### src/rtl/fetcher_pkg.sv
// Shared constants for the instruction fetch stage: opcode classes,
// FSM state encodings and the default reset PC.
package fetcher_pkg;

    localparam logic [6:0]  OPC_BRANCH       = 7'b1100011;
    localparam logic [6:0]  OPC_JAL          = 7'b1101111;
    localparam logic [6:0]  OPC_JALR         = 7'b1100111;
    localparam logic [31:0] RESET_PC_DEFAULT = 32'h0000_0000;

    typedef enum logic [1:0] {
        IDLE    = 2'd0,
        FETCH   = 2'd1,
        PREDICT = 2'd2,
        ISSUE   = 2'd3
    } state_t;

endpackage

### src/rtl/fetcher_imm.sv
// Purely combinational B/J immediate generation and opcode classification
// for a 32-bit RISC-V instruction word.
module imm_extract
    import fetcher_pkg::*;
(
    input  logic [31:0] i_inst,
    output logic [31:0] o_immB,
    output logic [31:0] o_immJ,
    output logic        o_isBranch,
    output logic        o_isJal,
    output logic        o_isJalr
);

    assign o_immB     = {{20{i_inst[31]}}, i_inst[7], i_inst[30:25], i_inst[11:8], 1'b0};
    assign o_immJ     = {{12{i_inst[31]}}, i_inst[19:12], i_inst[20], i_inst[30:21], 1'b0};
    assign o_isBranch = (i_inst[6:0] == OPC_BRANCH);
    assign o_isJal    = (i_inst[6:0] == OPC_JAL);
    assign o_isJalr   = (i_inst[6:0] == OPC_JALR);

endmodule

### src/rtl/fetcher.sv
// Instruction fetch stage: fetch PC, memory request, optional branch prediction
// query and instruction-queue push. Prediction is enabled by FETCHER_PREDICT_EN.
module fetcher
    import fetcher_pkg::*;
#(
    parameter logic [31:0] RESET_PC = RESET_PC_DEFAULT
) (
    input  logic        clk,
    input  logic        rst,
    input  logic        rdy,
    output logic        Mem_Req,
    output logic [31:0] Mem_Addr,
    input  logic        Mem_Ready,
    input  logic [31:0] Mem_Data,
    output logic [31:0] Pred_PC,
    output logic [31:0] Pred_Imm,
    input  logic [31:0] Predict_Jump,
    input  logic        IQ_Full,
    output logic        IQ_Push,
    output logic [31:0] IQ_Inst,
    output logic [31:0] IQ_PC,
    output logic        IQ_Pred_Taken,
    output logic [31:0] IQ_Pred_Target,
    input  logic        Flush,
    input  logic [31:0] Flush_PC
);

    state_t      r_state;
    state_t      w_nextState;
    logic [31:0] r_pc;
    logic [31:0] r_inst;
    logic [31:0] r_memAddr;
    logic        r_memReq;
    logic        r_iqPush;
    logic [31:0] r_iqInst;
    logic [31:0] r_iqPc;
    logic        r_iqTaken;
    logic [31:0] r_iqTarget;
    logic [31:0] r_predPc;
    logic [31:0] r_predImm;

    logic [31:0] w_decodeSrc;
    logic [31:0] w_immB;
    logic [31:0] w_immJ;
    logic        w_isBranch;
    logic        w_isJal;
    logic        w_isJalr;
    logic        w_toPredict;
    logic [31:0] w_pcPlus4;
    logic [31:0] w_target;
    logic        w_taken;
    logic        w_memReqNext;
    logic        w_iqPushNext;

    // Decode the arriving word while fetching, the latched word otherwise.
    assign w_decodeSrc = (r_state == FETCH) ? Mem_Data : r_inst;
    assign w_pcPlus4   = r_pc + 32'd4;

    imm_extract u_immExtract (
        .i_inst    (w_decodeSrc),
        .o_immB    (w_immB),
        .o_immJ    (w_immJ),
        .o_isBranch(w_isBranch),
        .o_isJal   (w_isJal),
        .o_isJalr  (w_isJalr)
    );

`ifdef FETCHER_PREDICT_EN
    assign w_toPredict = w_isBranch;
`else
    logic w_unusedPredict;
    assign w_toPredict     = 1'b0;
    assign w_unusedPredict = ^{Predict_Jump, w_immB, w_isBranch};
`endif

    always_ff @(posedge clk) begin
        if (rst) begin
            r_state <= IDLE;
        end else if (rdy) begin
            r_state <= w_nextState;
        end
    end

    always_comb begin
        w_nextState = r_state;
        if (Flush) begin
            w_nextState = IDLE;
        end else begin
            case (r_state)
                IDLE:    if (!IQ_Full) w_nextState = FETCH;
                FETCH:   if (Mem_Ready) w_nextState = w_toPredict ? PREDICT : ISSUE;
                PREDICT: w_nextState = ISSUE;
                ISSUE:   w_nextState = IDLE;
            endcase
        end
    end

    // Next-PC and prediction for the latched word; Predict_Jump is valid in ISSUE.
    always_comb begin
        w_target     = w_pcPlus4;
        w_taken      = 1'b0;
        if (w_isJal) begin
            w_target = r_pc + w_immJ;
            w_taken  = 1'b1;
        end
`ifdef FETCHER_PREDICT_EN
        else if (w_isBranch) begin
            w_target = Predict_Jump;
            w_taken  = (Predict_Jump != w_pcPlus4);
        end
`endif
        else if (w_isJalr) begin
            w_target = w_pcPlus4;
            w_taken  = 1'b0;
        end
        w_memReqNext = (w_nextState == FETCH);
        w_iqPushNext = (r_state == ISSUE) && !Flush;
    end

    always_ff @(posedge clk) begin
        if (rst) begin
            r_pc       <= RESET_PC;
            r_inst     <= 32'h0;
            r_memAddr  <= RESET_PC;
            r_memReq   <= 1'b0;
            r_iqPush   <= 1'b0;
            r_iqInst   <= 32'h0;
            r_iqPc     <= 32'h0;
            r_iqTaken  <= 1'b0;
            r_iqTarget <= 32'h0;
            r_predPc   <= 32'h0;
            r_predImm  <= 32'h0;
        end else if (rdy) begin
            r_memReq <= w_memReqNext;
            r_iqPush <= w_iqPushNext;
            if (Flush) begin
                r_pc <= Flush_PC;
            end else begin
                if (r_state == IDLE && !IQ_Full) begin
                    r_memAddr <= r_pc;
                end
                if (r_state == FETCH && Mem_Ready) begin
                    r_inst <= Mem_Data;
                    if (w_toPredict) begin
                        r_predPc  <= r_pc;
                        r_predImm <= w_immB;
                    end
                end
                if (r_state == ISSUE) begin
                    r_iqInst   <= r_inst;
                    r_iqPc     <= r_pc;
                    r_iqTaken  <= w_taken;
                    r_iqTarget <= w_target;
                    r_pc       <= w_target;
                end
            end
        end
    end

    assign Mem_Req        = r_memReq;
    assign Mem_Addr       = r_memAddr;
    assign Pred_PC        = r_predPc;
    assign Pred_Imm       = r_predImm;
    assign IQ_Push        = r_iqPush;
    assign IQ_Inst        = r_iqInst;
    assign IQ_PC          = r_iqPc;
    assign IQ_Pred_Taken  = r_iqTaken;
    assign IQ_Pred_Target = r_iqTarget;

endmodule

### config.mk
export PLATFORM = sky130hd
export DESIGN_NAME = fetcher
export DESIGN_NICKNAME = d
export VERILOG_FILES = /design/src/rtl/fetcher_pkg.sv /design/src/rtl/fetcher_imm.sv /design/src/rtl/fetcher.sv
export SDC_FILE = /design/constraint.sdc
export NUM_CORES = 1
export LEC_CHECK = 0
export ABC_AREA = 0
export BUFFER_PORTS_ARGS = -buffer_cell sky130_fd_sc_hd__buf_4
export CAP_MARGIN = 15
export CORE_MARGIN = 5
export CORE_UTILIZATION = 57
export CTS_CLUSTER_DIAMETER = 30
export DETAILED_ROUTE_END_ITERATION = 8
export PLACE_DENSITY = 0.91
export SLEW_MARGIN = 0
export SYNTH_ARGS = -nofsm -noshare
export SYNTH_HDL_FRONTEND = slang
export SYNTH_SLANG_ARGS = --single-unit
export TNS_END_PERCENT = 20
### constraint.sdc
create_clock -name clk -period 12 [get_ports clk]
set_input_delay 1.2 -clock clk [delete_from_list [all_inputs] [get_ports clk]]
set_output_delay 1.2 -clock clk [all_outputs]
set_load 0.05 [all_outputs]
## Yosys cells after proc, flatten, opt, wreduce, memory -nomap -nowiden

Index checks and enable logic that the tools add are counted.

- Bitwise operators: 1
- Eq/ne operators: 5
- Muxes and demuxes: 9
- Reductions and logical operators: 11
- Add/sub/neg operators: 2

Operators with widths:

| operator | number |
|---|---|
| 2-to-1 mux 32 bit | 4 |
| adder 32 x 3 -> 32 bit (second input constant) | 1 |
| adder 32 bit | 1 |
| AND reduction 3 bit | 3 |
| case mux 2 bit (4 select lines) | 1 |
| equality test 7 bit (second input constant) | 1 |
| 2-to-1 mux 2 bit | 3 |
| equality test 2 x 1 -> 1 bit (second input constant) | 2 |
| equality test 2 bit (second input constant) | 2 |
| logical AND 1 bit | 3 |
| zero test 1 bit | 2 |
| zero test 2 bit | 1 |
| AND reduction 2 bit | 1 |
| nonzero test 2 bit | 1 |
| 2-to-1 mux 1 bit | 1 |
| inverter 1 bit | 1 |

- Word-level logic and storage cells: 38
- Bits of input ports: 102
- Register bits after elaboration: 197
- Output and inout bits: 195

## Longest topological paths before layout

Gate-level depths: netlist (run 1).

- Depth in word-level cells: 6
- Gate-level depth with buffers: 16

## Hierarchy

A second synthesis (run 1) with hierarchy kept.

- Cell total of the unflattened synthesis: 1461
- Area total of the unflattened synthesis: 11096.9 um2

Modules (own cells, without submodules):

| module | instances | area an instance (um2) | cells each | seq. area each (um2) |
|---|---|---|---|---|
| fetcher | 1 | 10558.9 | 1390 | 3943.8 |
| imm_extract | 1 | 538.0 | 71 | 0.0 |

## Worst setup path after synthesis (run 1)

No wires, ideal clock.

- Kind: register -> register
- Start point: register r_state[1]
- End point: register r_iqTarget[29], in the netlist IQ_Pred_Target[29]
- Arrival: 3691 ps
- Setup time: 92 ps
- Path buffers: 2
- Clock period less this slack: 3783 ps
- Stages on the path, launching flop included: 17
- Required time: 11908 ps
- Setup slack: 8217 ps
- Cells stage by stage: dfxtp_1 > inv_1 > ha_1 > clkbuf_1 > clkbuf_1 > mux2_2 > ha_1 > fa_1 > a21oi_1 > o211ai_1 > a21oi_1 > o22ai_1 > a41oi_1 > a2bb2oi_1 > xnor2_1 > nor2_1 > nor4_1

- Word-level cells in the longest chain between the ends: 4
- Elaborated cells between the ends (all ways): 7

Ends and longest elaborated chain:

| item | RTL line | source |
|---|---|---|
| start, declared | fetcher.sv:28 | `state_t r_state;` |
| start signal, assigned | fetcher.sv:80 | `r_state <= w_nextState;` |
| equality test 2 x 1 -> 1 bit | fetcher.sv:56 | `assign w_decodeSrc = (r_state == FETCH) ? Mem_Data : r_inst;` |
| 2-to-1 mux 32 bit | fetcher.sv:56 |  |
| adder 32 bit or equality test 7 bit (tied branches) | fetcher.sv:103, fetcher_imm.sv:17 |  |
| 2-to-1 mux 32 bit | fetcher.sv:102 | `if (w_isJal) begin` |
| end signal, assigned | fetcher.sv:153 | `r_iqTarget <= w_target;` |
| end, declared | fetcher.sv:38 | `logic [31:0] r_iqTarget;` |

Several ways; a longest one is shown, not always the timed one.
A chain may end at the register's enable or synchronous reset.

## Worst setup path in the final report (run 1)

- Start point: register r_state[0]
- End point: register r_iqTarget[29], in the netlist IQ_Pred_Target[29]

Same word-level chain as after synthesis.

==> results of run 1 <==
==> path summary, 6_finish.rpt <==
kind / to / slack (ps) / cells past startpoint / startpoint
setup / recovery: IQ_Pred_Target[29] / 7650 / 14 / r_state[0]
hold / removal: IQ_Inst[9] / 450 / 2 / r_inst[9]
setup reg to reg: IQ_Pred_Target[29] / 7650 / 14 / r_state[0]
hold reg to reg: IQ_Inst[9] / 450 / 2 / r_inst[9]
==> through the flow <==
step	hold WS (ps)	setup WS, ps	util, %	instance area (sq um)	total power, uW
after floorplan	432	8220	-	10400	823
after global placement	439	7580	65.7	11400	852
after detailed placement	442	7410	65.8	11400	855
after CTS	448	7700	68.9	12000	1390
after global routing	476	7400	69.0	12000	1430
final	452	7650	69.0	12000	1390
==> layout by cell type, fill, tap and decap left out, types with 6 or more instances in the layout <==
cell type  count
nand2_1      314
buf_4        207
dfxtp_1      196
a21oi_1      188
nor2_1        84
conb_1        64
ha_1          38
o21ai_0       30
xnor2_1       27
xor2_1        25
nand3_1       22
mux2_2        20
a211oi_1      19
nor3_1        19
inv_1         17
clkbuf_16     17
o22ai_1       14
nand4_1       12
a21o_1        12
o21bai_1      11
and3_1        10
o211ai_1       9
o21a_1         8
o31ai_1        6
o221a_2        6
==> worst max-delay path, stage by stage, from the launching register on <==
cell and delay [ps]:
dfxtp_1 430, ha_1 180, buf_4 310, mux2_2 390
ha_1 210, fa_1 410, a21oi_1 290, o211ai_1 140
a21oi_1 350, o22ai_1 180, a41oi_1 500, a2bb2oi_1 280
xnor2_1 200, nor2_1 80, nor4_1 310
==> power by group through the flow <==
stage          Clock [uW]  Sequential [uW]  Combinational (uW)
4_1_cts               548              676                 164
2_1_floorplan           0              689                 133
3_5_place_dp            0              691                 164
5_1_grt               578              677                 178
3_3_place_gp            0              691                 161
6_report              542              677                 167
==> flip-flops by register name, indices dropped and copies added (netlist names) <==
register        count
Mem_Req             1
IQ_Push             1
IQ_PC              32
Mem_Addr           32
r_pc               32
r_state             2
r_inst             32
IQ_Inst            32
IQ_Pred_Target     31
IQ_Pred_Taken       1
==> cell usage after synthesis (all sizes together) (8+ instances only) <==
cell	number	area, sq um
nand2	315	1180
dfxtp	196	3920
a21oi	189	950
nor2	85	319
buf	75	542
clkbuf	74	278
ha	38	475
o21ai	32	164
xnor2	27	236
xor2	25	219
nand3	22	110
mux2	20	225
a211oi	19	143
nor3	19	95.1
inv	17	63.8
o22ai	14	87.6
a21o	12	90.1
nand4	12	75.1
and3	11	68.8
o21bai	11	82.6
o211ai	10	80.1
o21a	8	60.1
==> per-layer routing <==
metal  vias up  share of wire (%)  track usage [%]
li1       4648                  -                -
met1      4582                 42             40.2
met2       485                 46             44.3
met3        47                 10             5.12
met4         0                2.0             8.33
met5         -                  0                0
==> area by class of cell <==
type / count / area [sq um]
flip-flops and latches: 196 / 3920
inverters: 18 / 67.6
clock inverters: 13 / 116
repair buffers: 210 / 1600
fillers: 1409 / 5380
well taps: 225 / 282
clock buffers: 18 / 429
multi-input cells: 1009 / 5570
==> cells by family (layout without fill, tap and decap cells) <==
kind of cell | count (synthesis) | in the layout | share of synthesized area (%)
buffers and inverters | 167 | 259 | 8.77
other | 1 | 64 | 0.0371
and+or+nand+nor | 495 | 495 | 20.6
muxes | 23 | 23 | 2.52
AOI/OAI and AO/OA | 336 | 336 | 19.9
xor gates and xnor gates | 52 | 52 | 4.50
DFF | 196 | 196 | 38.8
adders and majority gates | 39 | 39 | 4.90
==> flow_metrics.tcl, run 1 <==
set metrics [dict create \
    ys_seq_elements 196 \
    hold_buffers 0 \
    synth_edf_count 0 \
    cts_num_sinks 196 \
    clk_pin_slew_ps 70 \
    worstMarginPinSlew_ps 1150 \
    fin_tns_setup_ps 0 \
    cts_tree "yes" \
    hpwl_mm 21.7 \
    avgSynthCellArea_sq_um 7.73 \
    fmax_ghz 0.230 \
    die_y_um 143 \
    async_flop_share_pct 0 \
    fp.dieArea_sq_mm 0.0205 \
    avgViaCountPerCell 5.78 \
    synth_ff_type "dfxtp_1" \
    antenna_cells 0 \
    track_usage_pct 28.4 \
    critPathArrivalTime_ps 4670 \
    floorplan.initialDensity_pct 58.3 \
    vias 9762 \
    cp-start-kind "register" \
    p_int_uw 980 \
    synthCells 1309 \
    power_frac_comb_pct 12.0 \
    p_seq_share_pct 48.8 \
    cts_resized 0 \
    p_sw_uw 406 \
    slew_viol_final 0 \
    critPathCaptureType "register" \
    grt_pass1_wl_mm 46.7 \
    critPathRequiredTime_ps 12330 \
    grt_overflow 0 \
    fin_skew_ps 10.2 \
    avgRoutedWirePerCell_um 18.0 \
    routed_wl_mm 30.4 \
    clock_path_buffers 2 \
    grt_max_degree 111 \
    crit_type "reg2reg" \
    p_sw_share_pct 29.3 \
    drt_first_iter_violations 844 \
    rsz0062_at_grt "no" \
    die_w_um 143 \
    drcViolationCount 0 \
    maxCapViolCount 0 \
    nNetsFinal 1593 \
    syn2layout_area_growth_pct 18.4 \
    max-slew-margin-rel_pct 23.1 \
    peakVddDrop_uv 93.6 \
    clkPwrFrac_pct 39.1 \
    place_inst 1657 \
    numCtsBuffers 17 \
    htreeDepth 4 \
    final_hold_viol_count 0 \
    core_area_sq_mm 0.0174 \
    row_count 48 \
    cp_max_fo 25 \
    p_leak_uw 0.00492 \
    period_needed_ps 4350 \
    p_per_area_mw_per_mm2 116 \
    grt_antenna_before_repair 0 \
    cts_setup_buffers 0 \
    worstSkewPairLatency_ps 430 \
    synth_area_sq_mm 0.0101 \
    status "completed" \
    final_cell_count_no_fill 1689 \
    grt_pass1_vias 8918 \
    dr.pass1.iters 5 \
    min_path_type "reg2reg" \
    postRouteAntennaNets 0 \
    finalSetupViolCount 0 \
    cts-root-buf "clkbuf_16" \
    synth_cell_types 63 \
    io_buffers 200 \
    gp_congestion 0.933 \
    fin_crit_sh_pct 36.2 \
    ios 297 \
    yosysWarningCount 0 \
    yosysSeqAreaShare_pct 38.8 \
    drive_above_1_share_pct 18.9 \
]
(Power assumes the default switching activity.)
==> run 2, diff against run 1 <==
- CORE_UTILIZATION: 57 -> 52
- PLACE_DENSITY: 0.91 -> 0.84
- clock period: 12 -> 4.45 ns (I/O delays scaled with it)
==> run 2 against run 1 <==
Worst hold slack got worse by 200 ps. Routed wire length rose by 0.40%. Power rose to 2.8 times the previous value. Largest cell class unchanged. Critical path type unchanged. Clock-buffer cell count did not move. Sequential power rose to 2.7 times the previous value. Fmax rose by 7.9%. Clock power rose to 2.9 times the previous value. Die area rose by 8.9%.
==> flow_metrics.tcl, run 2 (synthesis results as in run 1) <==
set metrics [dict create \
    grt_max_degree 123 \
    worstMarginPinSlew_ps 1170 \
    max-slew-margin-rel_pct 21.9 \
    final_area_sq_mm 0.0121 \
    drive_above_1_share_pct 19.1 \
    busiest_layer "met2" \
    place_inst 1701 \
    critPathArrivalTime_ps 4370 \
    ios 297 \
    gp_congestion 0.925 \
    fmax_ghz 0.248 \
    grt_pass1_vias 8924 \
    hpwl_mm 22.0 \
    hold_depth 3 \
    vias 9595 \
    final_hold_viol_count 0 \
    cts_resized 0 \
    maxCapViolCount 0 \
    die_y_um 150 \
    antenna_cells 0 \
    r2r_cells 14 \
    htreeDepth 4 \
    fin_crit_sh_pct 90.5 \
    die_w_um 150 \
    final_common_cell "nand2_1" \
    use_met2_pct 42.3 \
    preCtsSetupSlack_ps 483 \
    clk_pin_slew_ps 80 \
    critPathCaptureType "register" \
    final_cell_mix "nand2_1 (314), buf_4 (212), dfxtp_1 (196)" \
    final.setup.worst_slack_ps 425 \
    avgRoutedWirePerCell_um 17.6 \
    grt_antenna_before_repair 0 \
    whs_ps 249 \
    p_per_area_mw_per_mm2 318 \
    clock_path_buffers 2 \
    cts_num_sinks 196 \
    place_area_sq_mm 0.0115 \
    grt_pass1_wl_mm 47.5 \
    crit_type "reg2reg" \
    routed_wl_mm 30.5 \
    floorplan.initialDensity_pct 52.3 \
    postRouteAntennaNets 0 \
    track_usage_pct 26.4 \
    fin_skew_ps 13.9 \
    p_leak_uw 0.00495 \
    core_area_sq_mm 0.0193 \
    status "completed" \
    drcViolationCount 0 \
    hold_buffers 0 \
    peakVddDrop_uv 263 \
    cts_tree "yes" \
    io_buffers 200 \
    nNetsFinal 1596 \
    slew_viol_final 0 \
    dr.pass1.iters 7 \
    cp-start-kind "register" \
    row_count 51 \
    critPathRequiredTime_ps 4790 \
    cp_max_fo 5 \
    avgViaCountPerCell 5.54 \
    fp.dieArea_sq_mm 0.0224 \
    period_needed_ps 4030 \
    globalRouteMet1Util_pct 36.3 \
    final_cell_count_no_fill 1733 \
    fin_tns_setup_ps 0 \
    cts-root-buf "clkbuf_16" \
    drt_first_iter_violations 788 \
    cts_setup_buffers 0 \
    met3_usage_pct 5.42 \
    worstSkewPairLatency_ps 440 \
    grt_overflow 0 \
    finalSetupViolCount 0 \
    min_path_type "in2reg" \
    syn2layout_area_growth_pct 19.4 \
    rsz0062_at_grt "no" \
    numCtsBuffers 17 \
]
run 2: critical path, cell delays in order, from the launching register on:
cell       delay, ps
dfxtp_1          350
inv_1            120
ha_1             280
mux2_2           370
ha_1             210
fa_1             400
a21oi_1          260
o211ai_1         130
a21oi_1          350
o22ai_1          180
a41oi_1          500
a2bb2oi_1        250
xnor2_1          190
nor2_1            80
nor4_1           250
run 2: per-layer routing:
layer / routed length (um) / vias up
li1: - / 4669
met1: 13400 / 4504
met2: 14200 / 387
met3: 2430 / 35
met4: 527 / 0
met5: 0 / -
run 2: cell type report:
| class | count | area (sq um) |
|---|---|---|
| clock inverter | 14 | 161 |
| tap | 265 | 332 |
| sequential | 196 | 3920 |
| clock buffer | 18 | 429 |
| fill | 1746 | 7250 |
| timing repair buffer | 213 | 1600 |
| inverter | 18 | 67.6 |
| multi-input combinational | 1009 | 5570 |
run 2: power by group:
group / total (uW) / internal, uW / switching (uW)
registers: 1820 / 1780 / 48.2
logic: 451 / 135 / 316
clock network: 1570 / 805 / 763
total: 3840 / 2720 / 1130
run 2: through the flow:
stage	power (uW)	utilization, %
finish	3840	62.5
global route	3980	62.5
CTS	3850	62.5
detailed placement	2310	59.4
global placement	2300	59.4
floorplan	2220	-
run 2: worst paths after layout:
check / slack (ps) / start / end
worst min-delay path: 250 / Flush_PC[17] / r_pc[17]
worst max-delay path: 420 / r_state[1] / IQ_Pred_Target[29]
worst min register to register: 450 / r_inst[8] / IQ_Inst[8]
worst max register to register: 420 / r_state[1] / IQ_Pred_Target[29]
==> run 3, diff against run 2 <==
- PLACE_DENSITY: 0.84 -> 0.8
==> run 3 against run 2 <==
Clock skew shrank 2.6 ps. Via count rose by 0.31%. Power decreased by 0.13%. Sequential cell count unchanged. Combinational power is essentially flat. Worst hold slack lost 13 ps. Critical path type unchanged. Largest cell class unchanged. Largest power group unchanged.
==> flow_metrics.tcl, run 3 (synthesis results as in run 1) <==
set metrics [dict create \
    final_cell_mix "nand2_1 (314), buf_4 (213), dfxtp_1 (196)" \
    cts-root-buf "clkbuf_16" \
    drive_above_1_share_pct 19.3 \
    fillers 1751 \
    hpwl_mm 22.2 \
    period_needed_ps 3960 \
    grt_pass1_vias 8912 \
    track_usage_pct 26.3 \
    r2r-start "r_state[1]" \
    grt_max_degree 105 \
    numCtsBuffers 17 \
    fp.dieArea_sq_mm 0.0224 \
    crit_slowest_cell "a41oi_1" \
    area.sequential_sq_mm 0.00392 \
    worstSkewPairLatency_ps 440 \
    crit_type "reg2reg" \
    row_count 51 \
    worstMarginPinSlew_ps 840 \
    grt_pass1_wl_mm 47.1 \
    critPathArrivalTime_ps 4310 \
    nNetsFinal 1598 \
    min-delay-start "Flush_PC[17]" \
    cp-start-kind "register" \
    crit_top_cell "a21oi_1" \
    critPathRequiredTime_ps 4800 \
    antenna_cells 0 \
    drcViolationCount 0 \
    cts_tree "yes" \
    whs_ps 236 \
    dr.pass1.iters 5 \
    io_buffers 200 \
    p_leak_uw 0.00498 \
    clk_pin_slew_ps 80 \
    min_path_type "in2reg" \
    max-slew-margin-rel_pct 43.9 \
    vias 9625 \
    slew_viol_final 0 \
    final_hold_viol_count 0 \
    maxCapViolCount 0 \
    die_y_um 150 \
    rsz0062_at_grt "no" \
    clock_path_buffers 2 \
    grt_antenna_before_repair 1 \
    floorplan.initialDensity_pct 52.3 \
    grt_overflow 0 \
    cts_setup_buffers 0 \
    multi_input_area_sq_mm 0.00557 \
    p_per_area_mw_per_mm2 317 \
    htreeDepth 4 \
    die_w_um 150 \
    reg2reg_slack_ps 490 \
    postRouteAntennaNets 0 \
    path_cells "inv_1 > ha_1 > buf_4 > mux2_2 > fa_1 > a21oi_1 > o211ai_1 > a21oi_1 > o22ai_1 > a41oi_1 > a2bb2oi_1 > xnor2_1 > nor2_1 > nor4_1" \
    cp_max_fo 9 \
    final_common_cell "nand2_1" \
    core_area_sq_mm 0.0193 \
    peakVddDrop_uv 257 \
    fin_tns_setup_ps 0 \
    finalSetupViolCount 0 \
    gp_congestion 0.929 \
    reg2reg_to "IQ_Pred_Target[29]" \
    hold_buffers 0 \
    ios 297 \
    cts_num_sinks 196 \
    fin_skew_ps 11.3 \
    routed_wl_mm 30.6 \
    r2r_cells 14 \
    avgRoutedWirePerCell_um 17.7 \
    hold_end "r_pc[17]" \
    fmax_ghz 0.252 \
    cts_resized 0 \
    fin_crit_sh_pct 89.1 \
    max_stage_delay_ps 470 \
    avgViaCountPerCell 5.55 \
    drt_first_iter_violations 732 \
    syn2layout_area_growth_pct 19.8 \
    hold_depth 3 \
    status "completed" \
    cp-startpoint "r_state[1]" \
    critPathCaptureType "register" \
]
## run 3: power by group
group | internal [uW] | switching [uW] | total [uW] | leakage [uW]
Clock | 766 | 797 | 1560 | 0.000296
Combinational | 135 | 318 | 453 | 0.00310
Sequential | 1780 | 47.1 | 1820 | 0.00158
Total | 2680 | 1160 | 3840 | 0.00498
## run 3: final cells by class
| class | count | share of cell area (%) |
|---|---|---|
| repair buffers | 215 | 13.4 |
| multi-input cells | 1009 | 45.9 |
| well taps | 265 | 2.74 |
| clock inverters | 15 | 1.49 |
| inverters | 18 | 0.557 |
| flip-flops and latches | 196 | 32.4 |
| clock buffers | 17 | 3.51 |
## run 3: per-layer routing
layer | track usage, % | vias to the layer above | wire [um]
met5 | 0 | - | 20
met4 | 8.38 | 2 | 686
met3 | 4.24 | 51 | 2500
met2 | 41.1 | 414 | 14000
met1 | 37.2 | 4493 | 13500
li1 | - | 4665 | -
## run 3: per-stage QoR
stage	instance area, sq um	util [%]	cells	worst slack (ps)	power (uW)
5_1_grt	12100	62.7	1735	256	3970
6_report	12100	62.7	1735	485	3840
4_1_cts	12100	62.6	1734	534	3850
3_5_place_dp	11500	59.5	1702	539	2310
2_1_floorplan	10400	-	1372	667	2220
3_3_place_gp	11500	59.5	1702	594	2300
## run 3: worst max-delay path by stage
stage | endpoint | slack, ps | cells past startpoint
after detailed placement | IQ_Pred_Target[29] | 540 | 14
after global placement | IQ_Pred_Target[29] | 590 | 14
after CTS | IQ_Pred_Target[29] | 530 | 13
final | IQ_Pred_Target[29] | 490 | 14
after floorplan | IQ_Pred_Target[29] | 670 | 16
after global routing | IQ_Pred_Target[29] | 260 | 13
## run 3: critical path, delay by kind of cell (launching register included)
family	cells	cell delay (ps)
DFF	1	350
buffers and inverters	2	310
xor gates and xnor gates	1	190
AOI/OAI and AO/OA	6	1660
and+or+nand+nor	2	320
muxes	1	380
adders and majority gates	2	650
